**config.mk**
```make
export PLATFORM = sky130hd
export DESIGN_NAME = hermes_pkt_inject
export DESIGN_NICKNAME = d
export VERILOG_FILES = /design/src/rtl/hermes_pkg.sv /design/src/rtl/hermes_pkt_inject_stage.sv /design/src/rtl/hermes_pkt_inject.sv
export SDC_FILE = /design/constraint.sdc
export NUM_CORES = 1
export LEC_CHECK = 0
export ABC_AREA = 1
export CAP_MARGIN = 20
export CORE_UTILIZATION = 47
export DETAILED_ROUTE_END_ITERATION = 10
export PLACE_DENSITY = 0.8
export SLEW_MARGIN = 0
export SYNTH_ARGS = -nofsm -noshare
export SYNTH_HDL_FRONTEND = slang
export SYNTH_SLANG_ARGS = --single-unit
```
**constraint.sdc**
```tcl
create_clock -name clock -period 5.45 [get_ports clock]
set_input_delay 0.8175 -clock clock [delete_from_list [all_inputs] [get_ports clock]]
set_output_delay 0.8175 -clock clock [all_outputs]
set_load 0.05 [all_outputs]
```
**src/rtl/hermes_pkg.sv**
```systemverilog
// -----------------------------------------------------------------------------
// hermes_pkg
// Shared definitions for the Hermes local-port packet injector.
//  - default flit / size-field widths
//  - router port indices (EAST..LOCAL)
//  - inject FSM state encoding
//  - header field layout and header builder
// -----------------------------------------------------------------------------
package hermes_pkg;

   localparam int FLIT_WIDTH_DEF = 32;
   localparam int SIZE_WIDTH_DEF = 16;

   // Router port indices
   localparam logic [2:0] PORT_EAST  = 3'd0;
   localparam logic [2:0] PORT_WEST  = 3'd1;
   localparam logic [2:0] PORT_NORTH = 3'd2;
   localparam logic [2:0] PORT_SOUTH = 3'd3;
   localparam logic [2:0] PORT_LOCAL = 3'd4;

   // Header layout: bits [15:0] = {YY, XX}
   localparam int HDR_WIDTH = 16;
   localparam int HDR_X_LSB = 0;
   localparam int HDR_Y_LSB = 8;

   typedef enum logic [1:0] {
      S_IDLE    = 2'd0,
      S_HEADER  = 2'd1,
      S_SIZE    = 2'd2,
      S_PAYLOAD = 2'd3
   } inject_state_t;

   function automatic logic [HDR_WIDTH-1:0] make_header(input logic [7:0] x,
                                                       input logic [7:0] y);
      return {y, x};
   endfunction

endpackage

```
**src/rtl/hermes_pkt_inject_stage.sv**
```systemverilog
// -----------------------------------------------------------------------------
// hermes_flit_stage
// One-entry payload staging register. Accepts a flit when allowed and either
// empty or being emptied this cycle; holds its contents until popped, so the
// flit presented downstream never changes while the router withholds credit.
// Ports:
//  clock, reset   clock / synchronous active-high reset (clears entry)
//  load_en        upstream may be accepted this cycle
//  in_valid/in_data/in_ready   upstream handshake
//  pop            staged flit transferred this cycle
//  out_valid/out_data          staged flit
// -----------------------------------------------------------------------------
module hermes_flit_stage #(
   parameter int FLIT_WIDTH = 32
) (
   input  logic                  clock,
   input  logic                  reset,
   input  logic                  load_en,
   input  logic                  in_valid,
   input  logic [FLIT_WIDTH-1:0] in_data,
   output logic                  in_ready,
   input  logic                  pop,
   output logic                  out_valid,
   output logic [FLIT_WIDTH-1:0] out_data
);

   logic                  vld_r;
   logic [FLIT_WIDTH-1:0] data_r;
   logic                  load_s;

   // Refill is allowed in the same cycle the current entry leaves.
   assign in_ready  = load_en && (!vld_r || pop);
   assign load_s    = in_valid && in_ready;
   assign out_valid = vld_r;
   assign out_data  = data_r;

   // Staging entry: load, drain or hold.
   always_ff @(posedge clock) begin
      if (reset) begin
         vld_r  <= 1'b0;
         data_r <= '0;
      end else if (load_s) begin
         vld_r  <= 1'b1;
         data_r <= in_data;
      end else if (pop) begin
         vld_r  <= 1'b0;
      end
   end

endmodule

```
**src/rtl/hermes_pkt_inject.sv**
```systemverilog
// -----------------------------------------------------------------------------
// hermes_pkt_inject
// Local-port packet transmitter for a Hermes router input. Takes a request
// (target XY, payload length) plus a payload stream and emits header, size and
// payload flits under credit flow control (tx = flit valid && credit_i).
// Ports:
//  clock, reset                synchronous active-high reset
//  req_valid/req_ready         request handshake; req_x, req_y, req_size
//  pl_valid/pl_data/pl_ready   payload stream handshake
//  clock_tx, tx, data_out      router-side flit interface
//  credit_i                    router buffer space available this cycle
//  busy                        packet in progress
//  pkt_done                    pulse with the last flit's transfer
// -----------------------------------------------------------------------------
module hermes_pkt_inject
   import hermes_pkg::*;
#(
   parameter int FLIT_WIDTH = FLIT_WIDTH_DEF,
   parameter int SIZE_WIDTH = SIZE_WIDTH_DEF
) (
   input  logic                  clock,
   input  logic                  reset,
   input  logic                  req_valid,
   output logic                  req_ready,
   input  logic [7:0]            req_x,
   input  logic [7:0]            req_y,
   input  logic [SIZE_WIDTH-1:0] req_size,
   input  logic                  pl_valid,
   input  logic [FLIT_WIDTH-1:0] pl_data,
   output logic                  pl_ready,
   output logic                  clock_tx,
   output logic                  tx,
   output logic [FLIT_WIDTH-1:0] data_out,
   input  logic                  credit_i,
   output logic                  busy,
   output logic                  pkt_done
);

   inject_state_t          state_r, state_s;
   logic [HDR_WIDTH-1:0]   hdr_r;
   logic [SIZE_WIDTH-1:0]  size_r;
   logic [SIZE_WIDTH-1:0]  remaining_r;   // payload flits still to transmit
   logic [SIZE_WIDTH-1:0]  to_stage_r;    // payload flits still to accept
   logic                   req_fire_s;
   logic                   flit_vld_s;
   logic                   stg_load_en_s;
   logic                   stg_pop_s;
   logic                   stg_vld_s;
   logic [FLIT_WIDTH-1:0]  stg_data_s;
   logic                   pl_fire_s;

   assign clock_tx   = clock;
   assign req_ready  = (state_r == S_IDLE);
   assign busy       = (state_r != S_IDLE);
   assign req_fire_s = req_valid && req_ready;
   // Reset suppresses transfers in the very cycle it is sampled.
   assign tx         = flit_vld_s && credit_i && !reset;
   assign stg_pop_s  = tx && (state_r == S_PAYLOAD);
   assign pl_fire_s  = pl_valid && pl_ready;
   // Payload is prefetched during header/size so it can follow without a bubble.
   assign stg_load_en_s = !reset && (state_r != S_IDLE) && (to_stage_r != '0);

   hermes_flit_stage #(.FLIT_WIDTH(FLIT_WIDTH)) u_stage (
      .clock     (clock),
      .reset     (reset),
      .load_en   (stg_load_en_s),
      .in_valid  (pl_valid),
      .in_data   (pl_data),
      .in_ready  (pl_ready),
      .pop       (stg_pop_s),
      .out_valid (stg_vld_s),
      .out_data  (stg_data_s)
   );

   // FSM state register.
   always_ff @(posedge clock) begin
      if (reset) begin
         state_r <= S_IDLE;
      end else begin
         state_r <= state_s;
      end
   end

   // Request fields and flit counters.
   always_ff @(posedge clock) begin
      if (reset) begin
         hdr_r       <= '0;
         size_r      <= '0;
         remaining_r <= '0;
         to_stage_r  <= '0;
      end else if (req_fire_s) begin
         hdr_r       <= make_header(req_x, req_y);
         size_r      <= req_size;
         remaining_r <= req_size;
         to_stage_r  <= req_size;
      end else begin
         if (stg_pop_s) begin
            remaining_r <= remaining_r - SIZE_WIDTH'(1);
         end
         if (pl_fire_s) begin
            to_stage_r <= to_stage_r - SIZE_WIDTH'(1);
         end
      end
   end

   // Next state, flit-valid, data mux and completion pulse.
   always_comb begin
      state_s    = state_r;
      flit_vld_s = 1'b0;
      data_out   = '0;
      pkt_done   = 1'b0;
      case (state_r)
         S_IDLE: begin
            if (req_fire_s) begin
               state_s = S_HEADER;
            end else begin
               state_s = S_IDLE;
            end
         end
         S_HEADER: begin
            flit_vld_s = 1'b1;
            data_out   = {{(FLIT_WIDTH-HDR_WIDTH){1'b0}}, hdr_r};
            if (tx) begin
               state_s = S_SIZE;
            end else begin
               state_s = S_HEADER;
            end
         end
         S_SIZE: begin
            flit_vld_s = 1'b1;
            data_out   = {{(FLIT_WIDTH-SIZE_WIDTH){1'b0}}, size_r};
            if (tx && (size_r == '0)) begin
               pkt_done = 1'b1;
               state_s  = S_IDLE;
            end else if (tx) begin
               state_s  = S_PAYLOAD;
            end else begin
               state_s  = S_SIZE;
            end
         end
         S_PAYLOAD: begin
            flit_vld_s = stg_vld_s;
            data_out   = stg_data_s;
            if (tx && (remaining_r == SIZE_WIDTH'(1))) begin
               pkt_done = 1'b1;
               state_s  = S_IDLE;
            end else begin
               state_s  = S_PAYLOAD;
            end
         end
         default: begin
            state_s = S_IDLE;
         end
      endcase
   end

endmodule

```
==> impl_metrics.tcl <==
set metrics [dict create \
    cts_tree "done" \
    antennaDiodeCount 0 \
    first_global_vias 5059 \
    startpoint_type "clock port" \
    ioPinCount 107 \
    worstSetupEndpointType "output pin" \
    clk_latency_ns 0.47 \
    postRouteWirelength_um 15400 \
    nFillCells 1040 \
    synthCells 833 \
    setup_tns_ns 0 \
    hpwl_um 10600 \
    yosys_warnings 0 \
    syn_avg_cell_area_um2 6.40 \
    yosysTopAreaCell "dfxtp_1" \
    cp_max_fo 2 \
    drv_slew 0 \
    final_cell_area_um2 6770 \
    synth.top_cell.area_share_pct 37.2 \
    hold_class "flip-flop to flip-flop" \
    synth-edff-count 0 \
    die_height_um 109 \
    hold_viol 0 \
    dieArea_um2 11800 \
    die_w_um 109 \
    detail-route-antenna-nets 0 \
    tightest_slew_ns 0.937 \
    setup_viol 0 \
    gr-usage-all-layers_pct 27.8 \
    crit_required_ns 4.63 \
    synth_commonest_cells "nand2_1 (212), nor2_1 (107), dfxtp_1 (99)" \
    start_util_pct 48.8 \
    place_area_um2 6400 \
    drt_iter0_drc 510 \
    rows 38 \
    cts_hold_buf 0 \
    synthTopCellsByArea "dfxtp_1 (37%), nand2_1 (15%), nor2_1 (7.5%), nand3_1 (7.0%), a21oi_1 (6.8%)" \
    p_per_area_nw_per_um2 309 \
    grt_antenna_before_repair 0 \
    nNetsFinal 990 \
    async_reset_ff_share_pct 0 \
    rsz0062_at_grt "false" \
    seqCellArea_um2 1980 \
    multi_input_area_um2 2780 \
    holdWs_ns 0.465 \
    grt_start_max_net_pins 75 \
    vias_per_cell 5.31 \
    crit_type "clock port to output pin" \
    gp_congestion 0.881 \
    vias 5610 \
    numPortBuffers 106 \
    avgRoutedWirePerCell_um 14.6 \
    core_area_um2 10900 \
    ys_ff_latch 99 \
    drcViolationCount 0 \
    p_leak_uw 0.00285 \
    post_cts_buffers 0 \
    dr.pass1.iters 5 \
    syn-num-nets 911 \
    status "complete, no violations" \
    grt_pass1_wl_um 25000 \
    synth_cell_types 33 \
    post-synth-top-count-cell "nand2_1" \
    grt-ovfl-total 0 \
    ys_seq_area_share_pct 37.2 \
    drive_gt1_share_pct 4.25 \
    syn_to_final_growth_pct 26.9 \
    ys.flop_type "dfxtp_1" \
    power_uw 2090 \
    drv_cap 0 \
    irDropWorstVdd_uv 268 \
    netlist_area_um2 5330 \
    maxSlewHeadroom_pct 37.5 \
    skew_ns 0.00860 \
    cp.arrival_ns 3.66 \
    clk_pin_slew_ns 0.06 \
    cts_resized 0 \
]
==> per-layer routing <==
| layer | GRT usage (%) | vias to the layer above | share of wire, % |
|---|---|---|---|
| li1 | - | 2831 | - |
| met5 | 0 | - | 0 |
| met3 | 7.35 | 32 | 8.6 |
| met1 | 37.2 | 2509 | 45 |
| met4 | 12.4 | 0 | 2.5 |
| met2 | 41.7 | 238 | 44 |
==> through the flow <==
| step | instances | setup WS [ns] | util (%) |
|---|---|---|---|
| 5_1_grt | 1057 | 0.956 | 61.9 |
| 3_3_place_gp | 1038 | 1.24 | 58.5 |
| 3_5_place_dp | 1038 | 1.24 | 58.5 |
| 2_1_floorplan | 833 | 1.74 | - |
| 4_1_cts | 1057 | 0.964 | 61.9 |
| 6_report | 1057 | 0.972 | 61.9 |
==> cells by family (layout without fill, tap and decap cells) <==
logic type	count (synthesis)	count (layout)	share of synthesized area, %
AND/OR/NAND/NOR	429	429	33.8
adder cells (fa/ha/maj)	9	9	2.11
XOR/XNOR	4	4	0.657
flip-flops	99	99	37.2
AO/OA/AOI/OAI	151	151	15.5
buffers and inverters	141	225	10.7
==> flip-flops by register name, indices dropped and copies added, names as in the netlist <==
signal and cells:
u_stage.out_valid 1, hdr_r 16, u_stage.out_data 32, remaining_r 16, to_stage_r 16, size_r 16
state_r 2
==> area by class of cell <==
class	count	share of cell area (%)
inverter	93	5.16
sequential	99	29.3
clock buffer	15	4.84
clock inverter	5	0.777
timing repair buffer	112	16.2
tap	140	2.59
multi-input combinational	593	41.1
==> worst max-delay path, cell delays in order <==
cell and delay [ns]:
clkbuf_16 0.12, clkbuf_16 0.13, clkdlybuf4s50_1 0.69
==> power breakdown <==
part           leakage (uW)  switching [uW]  internal, uW
Combinational       0.00185             290           173
Sequential         0.000812            46.3           778
Clock              0.000186             328           472
==> final timing paths <==
path                                           from                                end  slack, ns  cells after the start
setup / recovery                              clock                           clock_tx       0.97                      3
setup reg to reg              state_r[1]$_SDFF_PP0_        remaining_r[1]$_SDFFE_PP0P_       2.57                      8
hold reg to reg   u_stage.out_data[22]$_SDFFE_PP0P_  u_stage.out_data[22]$_SDFFE_PP0P_       0.47                      2
hold / removal    u_stage.out_data[22]$_SDFFE_PP0P_  u_stage.out_data[22]$_SDFFE_PP0P_       0.47                      2
==> cell usage in the layout (no fill, tap or decap), drive strengths merged <==
master and instances:
o211ai 20, buf 8, nand4 6, inv 91
nor2 108, nand2 213, nand3 78, ha 9
nor3 18, clkinvlp 1, o21bai 1, nand3b 2
clkdlybuf4s50 105, or2 3, o21ai 48, nor4 1
xnor2 1, dfxtp 99, a21o 2, xor2 3
clkinv 5, clkbuf 14, bufinv 1, a21boi 1
a31oi 6, a21oi 73
No activity file was read; power rests on OpenSTA's default activity.
